$ cat src/rtl/l2_cache_nway_control.sv
// N-way set-associative write-back L2 controller with per-set tree pseudo-LRU.
// Define L2_PERF_CNT_EN to build the hit/miss/write-back performance counters.
module l2_cache_nway_control #(
   parameter  int unsigned WAYS  = 4,
   parameter  int unsigned SETS  = 8,
   parameter  int unsigned OFF_W = 4,
   localparam int unsigned TAG_W = 16 - OFF_W - $clog2(SETS)
) (
   input  logic                      clk,
   input  logic                      rst_n,
   input  logic                      mem_read,
   input  logic                      mem_write,
   input  logic [15:0]               mem_address,
   output logic                      mem_resp,
   output logic                      pmem_read,
   output logic                      pmem_write,
   output logic [15:0]               pmem_address,
   input  logic                      pmem_resp,
   input  logic [WAYS-1:0]           way_hit,
   input  logic [WAYS-1:0]           way_valid,
   input  logic [WAYS-1:0]           way_dirty,
   input  logic [WAYS*TAG_W-1:0]     way_tags,
   output logic [WAYS-1:0]           load_way,
   output logic                      write_type,
   output logic                      cache_in_mux_sel,
   output logic                      insert_mux_sel,
   output logic [$clog2(WAYS)-1:0]   wb_way_sel,
   input  logic                      cnt_clear,
   output logic [15:0]               hit_count,
   output logic [15:0]               miss_count,
   output logic [15:0]               wb_count
);

   localparam int unsigned IDX_W = $clog2(SETS);
   localparam int unsigned WAY_W = $clog2(WAYS);
   localparam int unsigned NODES = WAYS - 1;

   typedef enum logic [1:0] {S_HIT, S_WRITEBACK, S_FETCH, S_INSTALL} state_t;

   state_t             state_q, state_d;
   logic [WAY_W-1:0]   victim_q, victim_d;
   logic [NODES-1:0]   plru_q [SETS];
   logic [NODES-1:0]   plru_d [SETS];

   logic               req, wr;
   logic [IDX_W-1:0]   idx;
   logic               hit_any, inv_any;
   logic [WAY_W-1:0]   hit_way, inv_way, plru_vict;
   logic [TAG_W-1:0]   victim_tag;
   logic               hit_evt, miss_evt, wb_evt;

   // Heap-ordered tree: node n has children 2n+1 (left) and 2n+2 (right); bit 0 points left.
   function automatic logic [WAY_W-1:0] plru_pick(input logic [NODES-1:0] bits);
      logic [WAY_W-1:0] v;
      int unsigned      node;
      v    = '0;
      node = 0;
      for (int unsigned l = 0; l < WAY_W; l++) begin
         v    = (v << 1) | WAY_W'(bits[node]);
         node = 2 * node + (bits[node] ? 2 : 1);
      end
      return v;
   endfunction

   function automatic logic [NODES-1:0] plru_touch(input logic [NODES-1:0] bits,
                                                   input logic [WAY_W-1:0] way);
      logic [NODES-1:0] b;
      int unsigned      node;
      logic             dir;
      b    = bits;
      node = 0;
      for (int unsigned l = 0; l < WAY_W; l++) begin
         dir     = way[WAY_W-1-l];
         b[node] = ~dir;
         node    = 2 * node + (dir ? 2 : 1);
      end
      return b;
   endfunction

   assign req        = mem_read | mem_write;
   assign wr         = mem_write;
   assign idx        = mem_address[OFF_W +: IDX_W];
   assign plru_vict  = plru_pick(plru_q[idx]);
   assign wb_way_sel = victim_q;

   always_comb begin
      hit_any = 1'b0;
      hit_way = '0;
      inv_any = 1'b0;
      inv_way = '0;
      for (int unsigned w = 0; w < WAYS; w++) begin
         if (way_hit[w] && !hit_any) begin
            hit_any = 1'b1;
            hit_way = WAY_W'(w);
         end
         if (!way_valid[w] && !inv_any) begin
            inv_any = 1'b1;
            inv_way = WAY_W'(w);
         end
      end
   end

   always_comb begin
      victim_tag = '0;
      for (int unsigned w = 0; w < WAYS; w++) begin
         if (victim_q == WAY_W'(w)) victim_tag = way_tags[w*TAG_W +: TAG_W];
      end
   end

   always_comb begin
      state_d          = state_q;
      victim_d         = victim_q;
      plru_d           = plru_q;
      mem_resp         = 1'b0;
      pmem_read        = 1'b0;
      pmem_write       = 1'b0;
      pmem_address     = {mem_address[15:OFF_W], {OFF_W{1'b0}}};
      load_way         = '0;
      write_type       = 1'b0;
      cache_in_mux_sel = 1'b0;
      insert_mux_sel   = 1'b0;
      hit_evt          = 1'b0;
      miss_evt         = 1'b0;
      wb_evt           = 1'b0;
      unique case (state_q)
         S_HIT: begin
            if (req && hit_any) begin
               mem_resp    = 1'b1;
               hit_evt     = 1'b1;
               plru_d[idx] = plru_touch(plru_q[idx], hit_way);
               if (wr) begin
                  load_way         = WAYS'(1) << hit_way;
                  write_type       = 1'b1;
                  cache_in_mux_sel = 1'b1;
               end
            end else if (req) begin
               // An invalid way is never dirty, so only a PLRU victim can need write-back.
               victim_d = inv_any ? inv_way : plru_vict;
               state_d  = (!inv_any && way_dirty[plru_vict]) ? S_WRITEBACK : S_FETCH;
            end
         end
         S_WRITEBACK: begin
            pmem_write   = 1'b1;
            pmem_address = {victim_tag, idx, {OFF_W{1'b0}}};
            if (pmem_resp) begin
               wb_evt  = 1'b1;
               state_d = S_FETCH;
            end
         end
         S_FETCH: begin
            pmem_read = 1'b1;
            if (pmem_resp) state_d = S_INSTALL;
         end
         S_INSTALL: begin
            load_way       = WAYS'(1) << victim_q;
            insert_mux_sel = 1'b1;
            miss_evt       = 1'b1;
            plru_d[idx]    = plru_touch(plru_q[idx], victim_q);
            state_d        = S_HIT;
         end
      endcase
   end

   always_ff @(posedge clk or negedge rst_n) begin
      if (!rst_n) begin
         state_q  <= S_HIT;
         victim_q <= '0;
         for (int unsigned s = 0; s < SETS; s++) plru_q[s] <= '0;
      end else begin
         state_q  <= state_d;
         victim_q <= victim_d;
         plru_q   <= plru_d;
      end
   end

`ifdef L2_PERF_CNT_EN
   logic [15:0] hit_cnt_q, hit_cnt_d, miss_cnt_q, miss_cnt_d, wb_cnt_q, wb_cnt_d;

   always_comb begin
      hit_cnt_d  = hit_cnt_q;
      miss_cnt_d = miss_cnt_q;
      wb_cnt_d   = wb_cnt_q;
      if (cnt_clear) begin
         hit_cnt_d  = '0;
         miss_cnt_d = '0;
         wb_cnt_d   = '0;
      end else begin
         if (hit_evt  && hit_cnt_q  != '1) hit_cnt_d  = hit_cnt_q  + 16'd1;
         if (miss_evt && miss_cnt_q != '1) miss_cnt_d = miss_cnt_q + 16'd1;
         if (wb_evt   && wb_cnt_q   != '1) wb_cnt_d   = wb_cnt_q   + 16'd1;
      end
   end

   always_ff @(posedge clk or negedge rst_n) begin
      if (!rst_n) begin
         hit_cnt_q  <= '0;
         miss_cnt_q <= '0;
         wb_cnt_q   <= '0;
      end else begin
         hit_cnt_q  <= hit_cnt_d;
         miss_cnt_q <= miss_cnt_d;
         wb_cnt_q   <= wb_cnt_d;
      end
   end

   assign hit_count  = hit_cnt_q;
   assign miss_count = miss_cnt_q;
   assign wb_count   = wb_cnt_q;
`else
   assign hit_count  = '0;
   assign miss_count = '0;
   assign wb_count   = '0;
   logic unused_cnt;
   assign unused_cnt = ^{cnt_clear, hit_evt, miss_evt, wb_evt};
`endif

   logic unused_off;
   assign unused_off = ^mem_address[OFF_W-1:0];

endmodule
$ cat config.mk
export PLATFORM = sky130hd
export DESIGN_NAME = l2_cache_nway_control
export DESIGN_NICKNAME = d
export VERILOG_FILES = /design/src/rtl/l2_cache_nway_control.sv
export SDC_FILE = /design/constraint.sdc
export NUM_CORES = 1
export LEC_CHECK = 0
export BUFFER_PORTS_ARGS = -buffer_cell sky130_fd_sc_hd__buf_2
export CAP_MARGIN = 5
export CELL_PAD_IN_SITES_DETAIL_PLACEMENT = 1
export CELL_PAD_IN_SITES_GLOBAL_PLACEMENT = 1
export CORE_UTILIZATION = 34
export DETAILED_ROUTE_END_ITERATION = 10
export MAX_ROUTING_LAYER = met4
export PLACE_DENSITY_LB_ADDON = 0.1
export SLEW_MARGIN = 40
export SYNTH_ARGS = -nofsm -noshare
export SYNTH_HDL_FRONTEND = slang
export SYNTH_SLANG_ARGS = --single-unit
export TNS_END_PERCENT = 1
$ cat constraint.sdc
create_clock -name clk -period 5.35 [get_ports clk]
set_clock_uncertainty 0.1 [all_clocks]
set_input_delay 0.2675 -clock clk [delete_from_list [all_inputs] [get_ports clk]]
set_output_delay 0.2675 -clock clk [all_outputs]
set_load 0.01 [all_outputs]
==> out/metrics.cfg <==
[outcome]
status=completed

[grt]
grt_antenna_before_repair=0
grt-ovfl-total=0
grt_use_total_pct=16.4
first_global_vias=1880
grt_pass1_wl_um=9300
grt_max_degree=29

[power_and_ir_drop]
pwr-share-comb_pct=54.7
peakVddDrop_mv=0.153
seq_power_share_pct=35.5
swShare_pct=40.0
internal_power_w=0.000683
power_frac_clock_pct=9.8
p_sw_w=0.000456
total_power_w=0.00114
power_leakage_nw=1.38
p_per_area_nw_per_um2=406

[yosys]
async_reset_ff_share_pct=100
ys.flop_type=dfrtp_1
synth_compound_area_share_pct=9.15
synth_edf_count=0
synth_area_leaders=dfrtp_1, buf_4, mux2_2
synth.distinct_cells=49
synth-xor-area-share_pct=0
ys_ff_latch=28
ys_seq_area_share_pct=28.3
synthSimpleGateAreaFrac_pct=9.70
yosysTopAreaCell=dfrtp_1
synth_warnings=0
syn-cell-area_um2=2480
yosysTopAreaCellShare_pct=28.3
synth_common_cells=buf_4, mux2_2, dfrtp_1
syn_area_per_cell_um2=10.6
yosys.area_share.adder_pct=2.02
syn_inst=233
synthMuxAreaShare_pct=30.5
synth_most_common_cell=buf_4
synth_top_family_by_area=multiplexers

[run]
max-cap-violations=0

[floorplanning]
dieArea_um2=7630
die_h_um=87.3
initial_core_util_pct=35.9
core-area_um2=6910
io_pins=146
rows=30
die_x_um=87.3

[layout]
drive_gt1_share_pct=45.5
synthToLayoutAreaGrowth_pct=13.3
final_nets=388
antennaDiodeCount=0

[detailed_routing]
drtIter0Drc=29
drc=0
antenna_left=0
vias_per_cell=4.57
wire_per_inst_um=15.2
vias=1864
drt_wl_total_um=6210
firstDrtPassIters=4

[timing]
slew_violations=0
period_needed_ns=2.65
fin_tns_setup_ns=0
tightest_slew_ns=0.710
setup_slack_ns=2.70
hold_viol_final=0
fmax_mhz=378
rsz0062_at_grt=false
fin_hold_ws_ns=0.150
setup_viol=0
maxSlewHeadroom_pct=52.6
period_share_pct=49.5

[place]
dp_hpwl_um=5120
gp_congestion=0.749
port_buffers=88
pre_cts_ws_ns=2.70

[clocking]
clkSinkCount=28
clockBufferDepth=2
clock_latency_ns=0.27
clk_pin_slew_ns=0.09
post_cts_buffers=0
cts_htree_levels=1
root_buffer=clkbuf_8
cts_buffers=3
cts_tree=built

[critical_path]
worst_setup_path_start_kind=flop
worstPathArrival_ns=2.71
critical_path_class=reg2reg
critPathCaptureType=flop
crit_fanout=10
required_ns=5.42

[worst_hold_path]
hp-class=in2reg

[sequential cells by signal (all words and copies together) (netlist names)]
name / cells
plru_q: 24
state_q: 2
wb_way_sel: 2
[final cells by class]
cell class	count	area, µm²
well taps	96	120
clock buffers	3	41.3
multi-input cells	185	1470
flip-flops and latches	28	701
repair buffers	89	450
fillers	874	4100
inverters	7	26.3
[timing repair]
item                      4_1_cts  5_1_grt
gates resized for setup         0        0
hold endpoints to repair       28        0
hold buffers                    1        0
[critical path, stage by stage (launching register included)]
cell and delay [ns]:
dfrtp_1 0.41, inv_1 0.10, ha_1 0.36, o21ai_0 0.29, o22ai_1 0.29, nand2b_2 0.14, nor3b_1 0.45, mux2_2 0.39
[final timing paths]
kind | startpoint | end | slack, ns | cells past startpoint
setup / recovery | state_q[1]$_DFFE_PN0P_ | plru_q[15]$_DFFE_PN0P_ | 2.70 | 7
hold / removal | way_valid[0] | wb_way_sel[0]$_DFFE_PN0P_ | 0.15 | 3
setup reg to reg | state_q[1]$_DFFE_PN0P_ | plru_q[15]$_DFFE_PN0P_ | 2.70 | 7
hold reg to reg | plru_q[2]$_DFFE_PN0P_ | plru_q[2]$_DFFE_PN0P_ | 0.40 | 1
max in group asynchronous | rst_n | plru_q[5]$_DFFE_PN0P_ | 4.31 | 2
min in group asynchronous | rst_n | plru_q[17]$_DFFE_PN0P_ | 0.44 | 2
[layer usage]
| layer | global-route usage [%] | wire length (µm) |
|---|---|---|
| met1 | 17.2 | 2380 |
| met3 | 2.94 | 473 |
| met4 | 3.58 | 48 |
| met5 | - | 0 |
| met2 | 31.7 | 3300 |
[cells in the final DEF (no fill, tap or decap), drive strengths merged, types with 4 or more instances in the layout]
cell	Yosys	layout
buf	62	88
mux4	11	11
nand2	13	13
ha	4	4
mux2i	10	10
nand3	5	5
inv	7	7
a21oi	7	7
dfrtp	28	28
mux2	34	34
o21ai	8	8
nor2	10	10
conb	1	52
[power by group through the flow]
| stage | logic, W | registers (W) | clock network, W |
|---|---|---|---|
| finish | 0.000623 | 0.000404 | 0.000112 |
| global route | 0.000691 | 0.000422 | 0.000125 |
| CTS | 0.000639 | 0.000410 | 0.000117 |
| detailed placement | 0.000638 | 0.000413 | 0 |
| global placement | 0.000624 | 0.000408 | 0 |
| floorplan | 0.000526 | 0.000364 | 0 |
[metrics by stage]
stage / cell area [µm²] / utilization [%] / std cells
floorplan: 2670 / - / 284
finish: 2810 / 40.6 / 408
CTS: 2810 / 40.6 / 408
global route: 2810 / 40.6 / 408
detailed placement: 2750 / 39.9 / 404
global placement: 2750 / 39.9 / 404
[cell families (layout without fill, tap and decap cells)]
kind of cell / Yosys count / after routing
muxes: 55 / 55
other: 1 / 52
adders and majority gates: 4 / 4
and+or+nand+nor: 44 / 44
buffers and inverters: 71 / 99
AOI/OAI and AO/OA: 30 / 30
DFF: 28 / 28
Note: power is estimated with default switching activity, not from simulation.
